### src/rtl/rf_pkg.sv
// Shared constants and types for the parametrised register file.
// Optional feature macro: RF_BYPASS_EN (write-to-read bypass on q).
package rf_pkg;

   localparam int DATA_W_DEF = 32;
   localparam int ADDR_W_DEF = 5;
   localparam int NUM_RD_DEF = 2;

   // Register 0 is hardwired to zero and never marked busy.
   localparam int REG_ZERO   = 0;

   typedef logic [ADDR_W_DEF-1:0] reg_addr_t;
   typedef logic [DATA_W_DEF-1:0] data_t;

endpackage

### src/rtl/regfile_sb.sv
// Per-register busy scoreboard. A set strobe (issue) marks the destination
// busy; a clear strobe (writeback) releases it. When both target the same
// register in one edge the set wins, since a new producer is now pending.
// Register 0 is never marked busy.
module regfile_sb
   import rf_pkg::*;
#(
   parameter int ADDR_W = ADDR_W_DEF
) (
   input  logic                 clk,
   input  logic                 clr_n,
   input  logic                 set_en,
   input  logic [ADDR_W-1:0]    set_a,
   input  logic                 clr_en,
   input  logic [ADDR_W-1:0]    clr_a,
   output logic [2**ADDR_W-1:0] busy
);

   localparam int DEPTH = 2**ADDR_W;

   logic [DEPTH-1:0] busy_q;
   logic [DEPTH-1:0] busy_d;

   // Next busy vector: clear first, then set, so a same-edge set dominates.
   always_comb begin
      busy_d = busy_q;
      if (clr_en) begin
         busy_d[clr_a] = 1'b0;
      end
      if (set_en) begin
         busy_d[set_a] = 1'b1;
      end
      busy_d[REG_ZERO] = 1'b0;
   end

   // Busy register with synchronous active-low clear.
   always_ff @(posedge clk) begin
      if (!clr_n) begin
         busy_q <= '0;
      end else begin
         busy_q <= busy_d;
      end
   end

   assign busy = busy_q;

endmodule

### src/rtl/regfile_nr_sb.sv
// Parametrised register file with N read ports, a busy scoreboard for hazard
// detection and an addressable debug read port. Register 0 reads as zero.
// Optional feature macro: RF_BYPASS_EN. When defined, a read of the register
// being written in the same cycle returns the write data and reports not-busy;
// otherwise reads see the pre-edge contents and the raw busy bit.
// The debug port is never bypassed.
module regfile_nr_sb
   import rf_pkg::*;
#(
   parameter int DATA_W = DATA_W_DEF,
   parameter int ADDR_W = ADDR_W_DEF,
   parameter int NUM_RD = NUM_RD_DEF
) (
   input  logic                     clk,
   input  logic                     clr_n,
   input  logic                     we,
   input  logic [ADDR_W-1:0]        wa,
   input  logic [DATA_W-1:0]        wd,
   input  logic [NUM_RD*ADDR_W-1:0] ra,
   output logic [NUM_RD*DATA_W-1:0] q,
   output logic [NUM_RD-1:0]        rbusy,
   input  logic                     iss_vld,
   input  logic [ADDR_W-1:0]        iss_rd,
   input  logic [ADDR_W-1:0]        dbg_a,
   output logic [DATA_W-1:0]        dbg_q
);

   localparam int DEPTH = 2**ADDR_W;

   logic [DATA_W-1:0] mem_q [DEPTH];
   logic [DATA_W-1:0] mem_d [DEPTH];
   logic [DEPTH-1:0]  busy;
   logic              wr_hit;
   logic [ADDR_W-1:0] ra_k;

   // A write only lands when it targets a real (non-zero) register.
   assign wr_hit = we && (wa != ADDR_W'(REG_ZERO));

   // Next storage contents: apply the single write port, keep r0 at zero.
   always_comb begin
      mem_d = mem_q;
      if (wr_hit) begin
         mem_d[wa] = wd;
      end
      mem_d[REG_ZERO] = '0;
   end

   // Storage array with synchronous active-low clear; reset drops any write.
   always_ff @(posedge clk) begin
      for (int i = 0; i < DEPTH; i++) begin
         if (!clr_n) begin
            mem_q[i] <= '0;
         end else begin
            mem_q[i] <= mem_d[i];
         end
      end
   end

   regfile_sb #(
      .ADDR_W (ADDR_W)
   ) u_sb (
      .clk    (clk),
      .clr_n  (clr_n),
      .set_en (iss_vld),
      .set_a  (iss_rd),
      .clr_en (we),
      .clr_a  (wa),
      .busy   (busy)
   );

   // Read ports: storage lookup, optionally overridden by the in-flight write.
   always_comb begin
      q     = '0;
      rbusy = '0;
      ra_k  = '0;
      for (int k = 0; k < NUM_RD; k++) begin
         ra_k = ra[k*ADDR_W +: ADDR_W];
`ifdef RF_BYPASS_EN
         if (wr_hit && (ra_k == wa)) begin
            q[k*DATA_W +: DATA_W] = wd;
            rbusy[k]              = 1'b0;
         end else begin
            q[k*DATA_W +: DATA_W] = mem_q[ra_k];
            rbusy[k]              = busy[ra_k];
         end
`else
         q[k*DATA_W +: DATA_W] = mem_q[ra_k];
         rbusy[k]              = busy[ra_k];
`endif
      end
   end

   assign dbg_q = mem_q[dbg_a];

endmodule

### config.mk
export PLATFORM = sky130hd
export DESIGN_NAME = regfile_nr_sb
export DESIGN_NICKNAME = d
export VERILOG_FILES = /design/src/rtl/rf_pkg.sv /design/src/rtl/regfile_sb.sv /design/src/rtl/regfile_nr_sb.sv
export SDC_FILE = /design/constraint.sdc
export NUM_CORES = 2
export LEC_CHECK = 0
export ABC_AREA = 1
export CORE_ASPECT_RATIO = 0.5
export CORE_UTILIZATION = 45
export DETAILED_ROUTE_END_ITERATION = 6
export REMOVE_ABC_BUFFERS = 1
export SLEW_MARGIN = 15
export SYNTH_ARGS = -nofsm -noshare
export SYNTH_HDL_FRONTEND = slang
export SYNTH_SLANG_ARGS = --single-unit
### constraint.sdc
create_clock -name clk -period 5.3 [get_ports clk]
set_clock_uncertainty 0.2 [all_clocks]
set_input_delay 0.795 -clock clk [delete_from_list [all_inputs] [get_ports clk]]
set_output_delay 0.795 -clock clk [all_outputs]
set_load 0.05 [all_outputs]
== Word-level counts from Yosys, hierarchy flattened ==
Cells that the tools add are included.
Word-level totals
  register bits: 1024
  word-level logic and storage cells: 78
Operators by class
  magnitude comparators: 11
  mux-type cells: 22
  bitwise operators: 7
  reductions and logical operators: 5
Operators by type and width (count)
  1024-bit bitwise mux: 1
  32-bit binary-select mux with 5-bit select: 3
  32-bit 2-to-1 mux: 9
  32-bit demux with 5-bit select: 1
  32-bit bitwise AND: 1
  32-bit inverter: 1
  32-bit bitwise OR: 1
  6-bit >= comparator, second input constant: 4
  5-bit by 6-bit < comparator with 1-bit output, second input constant: 4
  5-bit inverter with 6-bit output: 4
  1-bit binary-select mux with 5-bit select: 2
  1-bit demux with 5-bit select: 2
  5-bit by 1-bit >= comparator with 1-bit output, second input constant: 2
  6-bit by 1-bit < comparator with 1-bit output, second input constant: 1
  5-bit nonzero test: 1
  1-bit logical AND: 4
  1-bit 2-to-1 mux: 4

== Longest topological paths before layout ==
  depth after elaboration: 9
  gate-level depth with buffers: 13

== By module ==
Synthesis repeated with hierarchy kept, for this count alone.
Second synthesis, totals
  cells, all modules: 11792
  area total of the unflattened synthesis: 65995.8 um2
Modules (own cells, without submodules)
  regfile_nr_sb: instances 1, cells an instance 11589, area an instance 64593.2 um2, seq. area each 19859.0 um2
  regfile_sb: instances 1, cells an instance 203, area an instance 1402.6 um2, seq. area each 620.6 um2

== Worst setup path after synthesis ==
Ideal clock, no wire load.
  path kind: input to output
  start point: in dbg_a[1]
  end point: out dbg_q[23]
  arrival time: 2.139 ns
  data required time: 4.305 ns
  path slack: 2.166 ns
  cell stages on the path: 10
  cell sequence: buf_2 -> inv_1 -> buf_2 -> clkbuf_1 -> nand3_1 -> nand3_1 -> nand3_1 -> nand2_1 -> nand2_1 -> nand2_1
Between the ends
  word-level cells in the longest chain between the ends: 4
Ends and longest elaborated chain
  start: declaration: RTL line regfile_nr_sb.sv:24  | input logic [ADDR_W-1:0] dbg_a,
  5-bit inverter with 6-bit output (not written as such): RTL line regfile_nr_sb.sv:93  | assign dbg_q = mem_q[dbg_a];
  32-bit binary-select mux with 5-bit select: RTL line regfile_nr_sb.sv:93
  32-bit 2-to-1 mux (not written as such) (2 in series): RTL line regfile_nr_sb.sv:93
  end: declaration: RTL line regfile_nr_sb.sv:25  | output logic [DATA_W-1:0] dbg_q
Every way passes these cells. The select of a mux whose other input is x is not followed.

== Worst setup path in the final report ==
  start point: in ra[5]
  end point: out q[60]
Between the ends
  word-level cells in the longest chain between the ends: 4
Ends and longest elaborated chain
  start: declaration: RTL line regfile_nr_sb.sv:19  | input logic [NUM_RD*ADDR_W-1:0] ra,
  5-bit inverter with 6-bit output (not written as such): RTL line regfile_nr_sb.sv:87  | q[k*DATA_W +: DATA_W] = mem_q[ra_k];
  32-bit binary-select mux with 5-bit select: RTL line regfile_nr_sb.sv:87
  32-bit 2-to-1 mux (not written as such) (2 in series): RTL line regfile_nr_sb.sv:87
  end: declaration: RTL line regfile_nr_sb.sv:20  | output logic [NUM_RD*DATA_W-1:0] q,
Every way passes these cells. The select of a mux whose other input is x is not followed.

==> impl_metrics.yaml <==
run_status:
  status: "finished with violations"
  violations: "design-rule violations"
global_route:
  grt_max_degree: 173
  grt_pass1_wl_um: 471000
  grt_overflow: 0
  grt_usage_pct: 42.0
  antenna_found_initial: 12
  grt_pass1_vias: 70300
setup_path:
  reg2reg_slack_ns: 4.38
  critPathLaunchType: "primary input"
  critPathKind: "in -> out"
  end_kind: "primary output"
  worstPathArrival_ns: 3.22
  crit_fanout: 88
  worstPathRequired_ns: 4.30
clocking:
  cts_buffers: 102
  clockBufferDepth: 3
  clock_latency_ns: 0.74
  cts_root_buffer: "clkbuf_16"
  cts_tree: "built"
  cts_setup_buffers: 0
  cts_hold_buffers: 0
  cts_num_sinks: 1023
  h-tree-depth: 3
  clkTransAtPathRegs_ns: 0.07
  cts_resized: 0
die:
  die_w_um: 542
  core_area_um2: 144000
  start_util_pct: 45.7
  fp.dieH_um: 272
  num_rows: 98
  die_area_um2: 148000
  io-pin-count: 159
pwr:
  peakVddDrop_mv: 0.217
  p_leak_nw: 31.1
  p_total_mw: 20.3
  power.density_nw_per_um2: 280
placed_design:
  dp_hpwl_um: 171000
  gp_congestion: 0.910
  port_buffers: 158
  pre_cts_slack_ns: 1.26
  numPlacedInstances: 12800
detailed_routing:
  avgRoutedWirePerCell_um: 25.0
  first_iter_violations: 12200
  drc: 1
  viasPerCell: 6.11
  drt_wl_total_um: 323000
  via_count: 79100
  drt-pass1-iter-count: 7
  drtAntennaViolNets: 0
final_layout:
  area_growth_pct: 10.3
  final_cell_mix: "3357 x nand2_1, 2392 x nand3_1, 1108 x nor2_1"
  finish.utilization_pct: 50.4
  fin_cells: 12900
  final_nets: 11000
  drive_above_1_share_pct: 5.26
  final_common_cell: "nand2_1"
synth:
  yosysUniqueCellTypes: 18
  ys_seq_area_share_pct: 31.2
  ys_ff_latch: 1023
  postSynthAreaPerCell_um2: 5.72
  synth_cells: 11500
  syn_area_um2: 65700
  ys_warn_count: 0
sta:
  rsz0062_at_grt: "no"
  post-route-period-util_pct: 79.5
  drv_slew: 0
  hold_viol_final: 0
  setup_ws_ns: 1.09
  tns_ns: 0
  finalSetupViolCount: 0
  tightest_slew_ns: 1.33
  slew_headroom_pct: 11.7
  fmax_ghz: 0.237
  layout_min_cycle_time_ns: 4.21
worst_hold_path:
  min_path_type: "reg -> reg"
job:
  cap_violations: 0
## critical path, stage by stage
cell and delay [ns]:
buf_8 0.16, inv_8 0.53, buf_12 0.44, nand2_1 0.11
nand3_1 0.09, nand3_1 0.07, nand3_1 0.12, nand2_1 0.10
nand2_1 0.17, nand2_1 0.20, buf_12 0.21
## synthesized netlist by cell type, drive strengths merged
master / count / area share (%)
nand4: 3 / 0.029
a21oi: 871 / 6.6
clkbuf: 555 / 3.2
clkinv: 2 / 0.011
nand3: 2394 / 18
inv: 650 / 3.7
buf: 508 / 3.7
nand2: 3357 / 19
nor2: 1124 / 6.4
dfxtp: 1023 / 31
nor3: 10 / 0.076
o21ai: 992 / 7.6
## registers in the layout, indices dropped and copies added (netlist names)
| signal | count |
|---|---|
| mem_q | 992 |
| u_sb.busy | 31 |
## area by class of cell
| cell class | count | area (um2) |
|---|---|---|
| antenna | 3 | 7.51 |
| clock inverter | 45 | 732 |
| fill | 15000 | 71400 |
| inverter | 652 | 2550 |
| clock buffer | 142 | 2990 |
| multi-input combinational | 8751 | 38300 |
| timing repair buffer | 377 | 4940 |
| sequential | 1023 | 20500 |
| tap | 1950 | 2440 |
## path summary, 6_finish.rpt
check                                from                 endpoint  cells after the start
hold / removal    u_sb.busy[6]$_SDFF_PN0_  u_sb.busy[6]$_SDFF_PN0_                      2
setup reg to reg  mem_q[447]$_SDFFE_PN0P_  mem_q[447]$_SDFFE_PN0P_                      2
setup / recovery                    ra[5]                    q[60]                     11
hold reg to reg   u_sb.busy[6]$_SDFF_PN0_  u_sb.busy[6]$_SDFF_PN0_                      2
## through the flow
stage          hold slack [ns]  area (um2)
2_1_floorplan            0.241       61100
3_3_place_gp             0.249       68800
3_5_place_dp             0.253       68800
4_1_cts                  0.263       72500
5_1_grt                  0.284       72400
6_report                 0.263       72500
## where the power goes
part           total [mW]  internal [mW]  switching [mW]
registers            7.85           7.79          0.0671
clock network        8.42           4.85            3.57
logic                4.04           1.16            2.88
## cells by family (layout without fill, tap and decap cells)
logic type             count (synthesis)  count (layout)  share of synthesized area (%)
DFF                                 1023            1023                           31.2
AOI/OAI and AO/OA                   1863            1863                           14.2
buffers and inverters               1715            1216                           10.6
other                                  0               3                              0
and+or+nand+nor                     6888            6888                           44.0
## per-layer routing
| layer | track usage [%] | share of wire, % | up-vias |
|---|---|---|---|
| met3 | 11.6 | 15 | 1102 |
| met2 | 61.2 | 40 | 5782 |
| met1 | 57.0 | 40 | 36100 |
| met5 | 0 | 0.021 | - |
| li1 | - | - | 36100 |
| met4 | 20.3 | 5.5 | 4 |
Power figures use the tool's default switching activity.
